==> src/rtl/pipe_pkg.sv <==
// Shared pipeline definitions: opcode/sub-code constants, scoreboard slot
// payload and the hazard-controller FSM state encoding.
package pipe_pkg;

  localparam int unsigned REGW = 4;

  // Opcodes (instruction[15:12])
  localparam logic [3:0] OP_SUB  = 4'd0;
  localparam logic [3:0] OP_MOVL = 4'd8;
  localparam logic [3:0] OP_MOVH = 4'd9;
  localparam logic [3:0] OP_JMP  = 4'd14;
  localparam logic [3:0] OP_MEM  = 4'd15;

  // Jump sub-codes
  localparam logic [3:0] JSUB_0 = 4'd0;
  localparam logic [3:0] JSUB_1 = 4'd1;
  localparam logic [3:0] JSUB_2 = 4'd2;
  localparam logic [3:0] JSUB_3 = 4'd3;

  // Memory sub-codes
  localparam logic [3:0] MEM_LD = 4'd0;
  localparam logic [3:0] MEM_ST = 4'd1;

  // One in-flight write tracked per stage
  typedef struct packed {
    logic            v;
    logic            wen;
    logic [REGW-1:0] rt;
  } sb_slot_t;

  typedef enum logic [0:0] {
    ST_RUN    = 1'b0,
    ST_HALTED = 1'b1
  } state_e;

endpackage

==> src/rtl/pipe_hazard_ctrl_if.sv <==
// Decode/execute-side handshake between the pipeline and the hazard controller.
//   master: pipeline (drives decode/execute info, receives control)
//   slave : pipe_hazard_ctrl
interface pipe_hazard_ctrl_if #(
  parameter int unsigned NREGS = 16,
  parameter int unsigned PCW   = 16,
  parameter int unsigned CNTW  = 16
);
  logic             dec_valid;
  logic [3:0]       dec_ra;
  logic [3:0]       dec_r2;
  logic [1:0]       dec_use;
  logic             dec_wen;
  logic [3:0]       dec_rt;
  logic             exe_valid;
  logic             exe_flush;
  logic             exe_halt;
  logic [PCW-1:0]   exe_target;

  logic             stall;
  logic             bubble;
  logic             redirect;
  logic [PCW-1:0]   redirect_pc;
  logic             halted;
  logic [NREGS-1:0] pending;
  logic [CNTW-1:0]  stall_cycles;

  modport master (
    output dec_valid, dec_ra, dec_r2, dec_use, dec_wen, dec_rt,
           exe_valid, exe_flush, exe_halt, exe_target,
    input  stall, bubble, redirect, redirect_pc, halted, pending, stall_cycles
  );

  modport slave (
    input  dec_valid, dec_ra, dec_r2, dec_use, dec_wen, dec_rt,
           exe_valid, exe_flush, exe_halt, exe_target,
    output stall, bubble, redirect, redirect_pc, halted, pending, stall_cycles
  );
endinterface

==> src/rtl/hazard_scoreboard.sv <==
// Write scoreboard for the D/M/E stages plus the pending-register bitmap.
//   clk, reset : clock, synchronous active-high reset
//   i_flush    : clear every slot at the next edge
//   i_push     : instruction leaves decode this edge (empty slot = bubble)
//   i_wen/i_rt : destination of the issuing instruction
//   o_pending  : registers with a write still in D, M or E (r0 never set)
module hazard_scoreboard
  import pipe_pkg::*;
#(
  parameter int unsigned NREGS = 16,
  parameter int unsigned DEPTH = 3
) (
  input  logic             clk,
  input  logic             reset,
  input  logic             i_flush,
  input  logic             i_push,
  input  logic             i_wen,
  input  logic [REGW-1:0]  i_rt,
  output logic [NREGS-1:0] o_pending
);

  sb_slot_t         r_slots [DEPTH];
  logic [NREGS-1:0] w_pending;

  // Shift toward E; the E slot simply falls off after its write-back cycle
  always_ff @(posedge clk) begin
    if (reset || i_flush) begin
      for (int i = 0; i < int'(DEPTH); i++) r_slots[i] <= '0;
    end else begin
      r_slots[0] <= '{v: i_push, wen: i_wen, rt: i_rt};
      for (int i = 1; i < int'(DEPTH); i++) r_slots[i] <= r_slots[i-1];
    end
  end

  // r0 writes go to the console, so bit 0 is forced clear
  always_comb begin
    w_pending = '0;
    for (int s = 0; s < int'(DEPTH); s++) begin
      for (int r = 1; r < int'(NREGS); r++) begin
        if (r_slots[s].v && r_slots[s].wen && (r_slots[s].rt == REGW'(r)))
          w_pending[r] = 1'b1;
      end
    end
  end

  assign o_pending = w_pending;

endmodule

==> src/rtl/pipe_hazard_ctrl.sv <==
// Interlock/redirect controller for the F0/F1/D/M/E pipeline: stalls decode on
// a pending source, bubbles M, redirects on E-stage flush, tracks halt and
// counts stall cycles.
//   clk, reset : clock, synchronous active-high reset
//   bus        : decode/execute info in, stall/bubble/redirect/halted/
//                pending/stall_cycles out
module pipe_hazard_ctrl
  import pipe_pkg::*;
#(
  parameter int unsigned NREGS = 16,
  parameter int unsigned DEPTH = 3,
  parameter int unsigned PCW   = 16,
  parameter int unsigned CNTW  = 16
) (
  input  logic clk,
  input  logic reset,
  pipe_hazard_ctrl_if.slave bus
);

  localparam logic [0:0] S_RUN    = ST_RUN;
  localparam logic [0:0] S_HALTED = ST_HALTED;

  logic [0:0]       r_state;
  logic [0:0]       w_state_nxt;
  logic [CNTW-1:0]  r_stall_cycles;
  logic [NREGS-1:0] w_pending;
  logic             w_flush_now;
  logic             w_hazard;
  logic             w_stall;
  logic [PCW-1:0]   w_redirect_pc;

  hazard_scoreboard #(
    .NREGS (NREGS),
    .DEPTH (DEPTH)
  ) u_scoreboard (
    .clk       (clk),
    .reset     (reset),
    .i_flush   (w_flush_now),
    .i_push    (bus.dec_valid & ~w_stall),
    .i_wen     (bus.dec_wen),
    .i_rt      (bus.dec_rt),
    .o_pending (w_pending)
  );

  // No bypass: any read of a register still in D/M/E must wait
  always_comb begin
    w_flush_now   = bus.exe_valid & bus.exe_flush;
    w_redirect_pc = bus.exe_target;
    w_hazard      = bus.dec_valid &
                    ((bus.dec_use[0] & (bus.dec_ra != 4'd0) & w_pending[bus.dec_ra]) |
                     (bus.dec_use[1] & (bus.dec_r2 != 4'd0) & w_pending[bus.dec_r2]));
    w_stall       = w_hazard & ~w_flush_now & (r_state == S_RUN);
  end

  always_ff @(posedge clk) begin
    if (reset) r_state <= S_RUN;
    else       r_state <= w_state_nxt;
  end

  always_comb begin
    w_state_nxt = r_state;
    case (r_state)
      S_RUN:    if (bus.exe_valid && bus.exe_halt) w_state_nxt = S_HALTED;
      S_HALTED: w_state_nxt = S_HALTED;
      default:  w_state_nxt = S_RUN;
    endcase
  end

  // Saturating stall counter; flush does not clear it
  always_ff @(posedge clk) begin
    if (reset)
      r_stall_cycles <= '0;
    else if (w_stall && (r_stall_cycles != {CNTW{1'b1}}))
      r_stall_cycles <= r_stall_cycles + CNTW'(1);
  end

  assign bus.stall        = w_stall;
  assign bus.bubble       = w_stall;
  assign bus.redirect     = w_flush_now;
  assign bus.redirect_pc  = w_redirect_pc;
  assign bus.halted       = (r_state == S_HALTED);
  assign bus.pending      = w_pending;
  assign bus.stall_cycles = r_stall_cycles;

endmodule

==> src/flat_wrapper.sv <==
// flat-port wrapper written by rule: the top's interface ports become plain ports
module pipe_hazard_ctrl_flat import pipe_pkg::*;
#(
  parameter int unsigned NREGS = 16,
  parameter int unsigned DEPTH = 3,
  parameter int unsigned PCW   = 16,
  parameter int unsigned CNTW  = 16
)
  (clk, reset, bus_dec_valid, bus_dec_ra, bus_dec_r2, bus_dec_use, bus_dec_wen, bus_dec_rt, bus_exe_valid, bus_exe_flush, bus_exe_halt, bus_exe_target, bus_stall, bus_bubble, bus_redirect, bus_redirect_pc, bus_halted, bus_pending, bus_stall_cycles);
  pipe_hazard_ctrl_if #(.NREGS(NREGS), .PCW(PCW), .CNTW(CNTW)) bus_i ();
  input  logic clk;
  input  logic reset;
  input wire logic [$bits(bus_i.dec_valid)-1:0] bus_dec_valid;
  input wire logic [$bits(bus_i.dec_ra)-1:0] bus_dec_ra;
  input wire logic [$bits(bus_i.dec_r2)-1:0] bus_dec_r2;
  input wire logic [$bits(bus_i.dec_use)-1:0] bus_dec_use;
  input wire logic [$bits(bus_i.dec_wen)-1:0] bus_dec_wen;
  input wire logic [$bits(bus_i.dec_rt)-1:0] bus_dec_rt;
  input wire logic [$bits(bus_i.exe_valid)-1:0] bus_exe_valid;
  input wire logic [$bits(bus_i.exe_flush)-1:0] bus_exe_flush;
  input wire logic [$bits(bus_i.exe_halt)-1:0] bus_exe_halt;
  input wire logic [$bits(bus_i.exe_target)-1:0] bus_exe_target;
  output wire logic [$bits(bus_i.stall)-1:0] bus_stall;
  output wire logic [$bits(bus_i.bubble)-1:0] bus_bubble;
  output wire logic [$bits(bus_i.redirect)-1:0] bus_redirect;
  output wire logic [$bits(bus_i.redirect_pc)-1:0] bus_redirect_pc;
  output wire logic [$bits(bus_i.halted)-1:0] bus_halted;
  output wire logic [$bits(bus_i.pending)-1:0] bus_pending;
  output wire logic [$bits(bus_i.stall_cycles)-1:0] bus_stall_cycles;
  assign bus_i.dec_valid = bus_dec_valid;
  assign bus_i.dec_ra = bus_dec_ra;
  assign bus_i.dec_r2 = bus_dec_r2;
  assign bus_i.dec_use = bus_dec_use;
  assign bus_i.dec_wen = bus_dec_wen;
  assign bus_i.dec_rt = bus_dec_rt;
  assign bus_i.exe_valid = bus_exe_valid;
  assign bus_i.exe_flush = bus_exe_flush;
  assign bus_i.exe_halt = bus_exe_halt;
  assign bus_i.exe_target = bus_exe_target;
  assign bus_stall = bus_i.stall;
  assign bus_bubble = bus_i.bubble;
  assign bus_redirect = bus_i.redirect;
  assign bus_redirect_pc = bus_i.redirect_pc;
  assign bus_halted = bus_i.halted;
  assign bus_pending = bus_i.pending;
  assign bus_stall_cycles = bus_i.stall_cycles;
  pipe_hazard_ctrl #(.NREGS(NREGS), .DEPTH(DEPTH), .PCW(PCW), .CNTW(CNTW)) u_core (.clk(clk), .reset(reset), .bus(bus_i));
endmodule
==> config.mk <==
export PLATFORM = sky130hd
export DESIGN_NAME = pipe_hazard_ctrl_flat
export DESIGN_NICKNAME = d
export VERILOG_FILES = /design/src/rtl/pipe_pkg.sv /design/src/rtl/pipe_hazard_ctrl_if.sv /design/src/rtl/hazard_scoreboard.sv /design/src/rtl/pipe_hazard_ctrl.sv /design/src/flat_wrapper.sv
export SDC_FILE = /design/constraint.sdc
export NUM_CORES = 1
export LEC_CHECK = 0
export ABC_AREA = 1
export CAP_MARGIN = 20
export CORE_MARGIN = 5
export CORE_UTILIZATION = 43
export CTS_BUF_LIST = sky130_fd_sc_hd__clkbuf_4
export DETAILED_ROUTE_END_ITERATION = 7
export GPL_TIMING_DRIVEN = 0
export PLACE_DENSITY = 0.87
export SYNTH_ARGS = -nofsm -noshare
export SYNTH_HDL_FRONTEND = slang
export SYNTH_SLANG_ARGS = --single-unit
==> constraint.sdc <==
create_clock -name clk -period 1.9 [get_ports clk]
set_clock_uncertainty 0.15 [all_clocks]
set_input_delay 0.19 -clock clk [delete_from_list [all_inputs] [get_ports clk]]
set_output_delay 0.19 -clock clk [all_outputs]
set_load 0.05 [all_outputs]
# Yosys cells after proc, flatten, opt, wreduce, memory -nomap -nowiden
# Memory sizes are Yosys's and may differ from the RTL's.
# Index checks and enable logic that the tools add are counted.
[totals]
reg_bits = 17
latch_bits = 0
ram_bits = 18
mem_bits_ro = 0
input_bits = 37
output_inout_bits = 52
word_cells = 178
mem_count = 1
[classes]
addsub = 1
n_mul = 0
div_mod_pow = 0
order_cmp = 2
n_eq_ne = 46
shifts = 0
mux = 57
n_bitwise = 16
n_reduce_logical = 53
[mem_list]
columns = ["memory", "words", "width", "read_ports", "rd_clocked_by_memory_dff", "write_ports", "line_no", "text"]
rows = [
  ["u_core.u_scoreboard.r_slots", 3, 6, 3, 0, 3, "hazard_scoreboard.sv:22", "sb_slot_t r_slots [DEPTH];"],
]
[ops]
columns = ["operator", "n"]
rows = [
  ["$eq A4 B4 Y1 const B", 24],
  ["$mux W1", 51],
  ["$logic_and A1 B1 Y1", 50],
  ["$eq A4 B3 Y1 const B", 12],
  ["$eq A4 B2 Y1 const B", 6],
  ["$mux W6", 3],
  ["$add A16 B1 Y16 const B", 1],
  ["$ne A16 B16 Y1 const B", 1],
  ["$eq A4 B1 Y1 const B", 3],
  ["$lt A4 B5 Y1 const B", 2],
  ["$and A1 B1 Y1", 9],
  ["$bmux W1 S4", 2],
  ["$reduce_bool A4 Y1", 2],
  ["$or A1 B1 Y1", 4],
  ["$not A1 Y1", 3],
  ["$pmux W1 S2", 1],
  ["$logic_or A1 B1 Y1", 1],
]

# Logic depth before layout (Yosys ltp)
# An unclocked memory read counts as a cell.
[depth]
depth_word = 16
depth_mapped = 18
mapped_depth_nobuf = 17

# Hierarchy
# A second synthesis with hierarchy kept.
[unflattened]
cells_unflattened = 462
area_unflattened_um2 = 2731.4
[modules_own_cells]
columns = ["module", "instances", "cells_per_inst", "area_each_um2", "seq_area_each_um2"]
rows = [
  ["pipe_hazard_ctrl", 1, 301, 1676.6, 340.3],
  ["hazard_scoreboard", 1, 161, 1054.8, 360.3],
]

# Worst setup path after synthesis
# OpenSTA, ideal clock, no wires.
[synth_timing]
path_kind = "reg-to-output"
startpoint = "mem u_core.u_scoreboard.r_slots[0][10] (netlist name)"
endpoint = "out bus_stall"
t_arrival_ps = 2411
required_ps = 1560
path_slack_ps = -851
path_stages_with_launch = 17
path_buffers = 2
path_cell_list = "dfxtp_1 nand2_2 nor2_2 nand2_1 nand3_1 nand2_1 nand3_1 nand2_1 inv_1 nand2_1 nand2_1 nand3_1 nand2_4 buf_6 nand2_1 inv_1 buf_4"
[synth_rtl]
columns = ["item", "line_no", "text"]
rows = [
  ["start, declared", "hazard_scoreboard.sv:22", ""],
  ["end, declared", "flat_wrapper.sv:23", "output wire logic [$bits(bus_i.stall)-1:0] bus_stall;"],
]

==> qor.yml <==
grt_pass1_vias: 3160
crit_type: "reg -> out"
synth.distinct_cells: 30
clkTransAtPathRegs_ns: 0.12
start_util_pct: 44.9
finalWorstSetupSlack_ns: -0.702
end_kind: "output port"
track_usage_pct: 22.9
synth_top_area_share_pct: 25.9
rows: 28
place_hpwl_mm: 6.49
p_leak_nw: 2.08
num-nets-final: 578
drc: 0
cts.sinks: 35
cp.arrival_ns: 2.26
synthFlopType: "dfxtp_1"
status: "finished with violations"
cts_tree: "built"
yosysWarnings: 0
synth_edf_count: 0
rsz0062_at_grt: "yes"
syn-cell-area_sq_um: 2710
drt_pre_antenna_iters: 5
overflow: 0
diodes: 0
yosysSeqAreaShare_pct: 25.9
ctsHoldBuffers: 0
avgSynthCellArea_sq_um: 6.01
post_dp_cell_area_sq_um: 3810
final_cell_mix: "nand2_1, inv_1, nor2_1"
hp-class: "in -> reg"
antenna_left: 0
fin_util_pct: 71.0
worstPathMaxFanout: 4
dieArea_sq_um: 7980
die_w_um: 89.3
vias_per_cell: 5.15
ir_drop_mv: 0.404
period_needed_ns: 2.60
grt_pass1_wl_mm: 14.4
drt_iter0_drc: 145
cap_violations: 0
htreeDepth: 2
worst_pin_slew_ns: 0.592
syn-instance-count: 450
synth_nets: 488
port-buffer-count: 70
finalCritPeriodShare_pct: 137
final_layout_size_suffix_gt1_share_pct: 41.0
final_common_cell: "nand2_1"
area_growth_pct: 58.2
ys_async_sr_fraction_pct: 0
hold_viol: 0
antenna_found_initial: 0
cts_buffers: 5
vias: 3171
slew_viol_final: 0
synth_seq_cells: 35
core_sq_um: 6030
grt_max_degree: 14
clock_latency_ns: 0.36
worstSetupStartpointType: "register"
place.gp.congestion: 0.967
clock.fmax_mhz: 384
critical_path_required_ns: 1.56
die_h_um: 89.3
post-place-ws_ns: -1.25
clockBufferDepth: 2
violations: "negative setup slack"
setup-violations-final: 19
powerDensity_nw_per_um2: 441
max_slew_margin_pct: 60.2
final_cell_area_sq_um: 4280
synth_top_area_cell: "dfxtp_1"
wire_per_inst_um: 14.9
clk_root_buffer_cell: "clkbuf_4"
synth_area_leaders: "dfxtp_1, nand2_1, inv_1, nor2_1, nand3_2"
nFillCells: 488
wl_mm: 9.15
boundaryPins: 89
[cell usage after synthesis, types with 2 or more instances]
cell type  count
a21oi_1        2
buf_2          2
buf_4         20
clkbuf_1       3
dfxtp_1       35
inv_1         72
inv_2          9
nand2_1      127
nand2_2        4
nand3_1       40
nand3_2       21
nand4_1       16
nor2_1        60
nor2_2        15
nor3_1         6
nor4_1         3
o211ai_1       2
[layout make-up]
| cell class | instances | area (sq um) | area share [%] |
|---|---|---|---|
| timing repair buffer | 83 | 811 | 18.9 |
| inverter | 82 | 329 | 7.69 |
| clock buffer | 5 | 37.5 | 0.877 |
| multi-input combinational | 306 | 1980 | 46.2 |
| clock inverter | 3 | 47.5 | 1.11 |
| tap | 75 | 93.8 | 2.19 |
| sequential | 35 | 767 | 17.9 |
| buffer | 27 | 218 | 5.09 |
[power breakdown]
| part | total (W) | leakage (nW) | internal [W] | switching, W |
|---|---|---|---|---|
| combinational | 0.000545 | 1.74 | 0.000226 | 0.000319 |
| clock | 0.000562 | 0.0458 | 0.000283 | 0.000279 |
| sequential | 0.000779 | 0.303 | 0.000747 | 0.0000312 |
| total | 0.00189 | 2.08 | 0.00126 | 0.000629 |
[metrics by stage]
stage | power, W | hold slack, ns | setup TNS (ns) | std cells
finish | 0.00189 | 0.185 | -8.35 | 616
global route | 0.00197 | 0.181 | -12.01 | 616
CTS | 0.00188 | 0.174 | -11.02 | 615
detailed placement | 0.00125 | 0.284 | -11.68 | 595
global placement | 0.00125 | 0.278 | -11.72 | 595
floorplan | 0.00111 | 0.112 | -1.81 | 450
[routing by layer]
metal / wire (um) / track usage, % / share of wire [%] / vias up
li1: - / - / - / 1550
met1: 3530 / 26.8 / 39 / 1441
met2: 4630 / 41.0 / 51 / 153
met3: 758 / 4.06 / 8.3 / 27
met4: 232 / 9.61 / 2.5 / 0
met5: 0 / 0 / 0 / -
[worst paths after layout]
check / slack [ns] / cells past startpoint / to / from
max: -0.70 / 18 / bus_stall / u_core.u_scoreboard.r_slots[0][13]
min: 0.18 / 3 / u_core.u_scoreboard.r_slots[0][1] / bus_dec_rt[1]
max reg2reg: -0.48 / 20 / u_core.bus.stall_cycles[15] / u_core.u_scoreboard.r_slots[0][13]
min reg2reg: 0.32 / 2 / u_core.u_scoreboard.r_slots[0][16] / u_core.u_scoreboard.r_slots[0][10]
[state kept, by name, indices dropped and copies added, names as in the netlist]
name / count
u_core.bus.stall_cycles: 16
u_core.u_scoreboard.r_slots: 18
u_core.bus.halted: 1
[worst max-delay path: stages, from the launching register on]
cell and delay [ns]:
dfxtp_2 0.36, inv_4 0.08, nand2_2 0.06, nor2_4 0.15, nand2_2 0.08, nand3_4 0.10, nor2_1 0.05, nor2_1 0.12
nand2_2 0.06, nand2_1 0.05, nand2_1 0.06, nor2_2 0.11, nand2_2 0.07, nand2_4 0.08, buf_8 0.11, nand2_4 0.04
clkinvlp_4 0.10, buf_8 0.10, buf_8 0.13
[timing repair]
item	4_1_cts	5_1_grt
gates cloned	2	0
pin swaps	12	20
buffers inserted	10	6
gates resized for setup	158	62
setup endpoints to repair	43	41
[logic make-up (layout without fill, tap and decap cells)]
group | Yosys count | after routing | share of synthesized area [%]
other | 1 | 1 | 0.139
buffers and inverters | 109 | 200 | 18.7
XOR/XNOR | 1 | 1 | 0.324
flip-flops | 35 | 35 | 25.9
adder cells (fa/ha/maj) | 1 | 1 | 0.462
AND/OR/NAND/NOR | 298 | 298 | 53.3
AO/OA/AOI/OAI | 5 | 5 | 1.16
(Power assumes the default switching activity.)
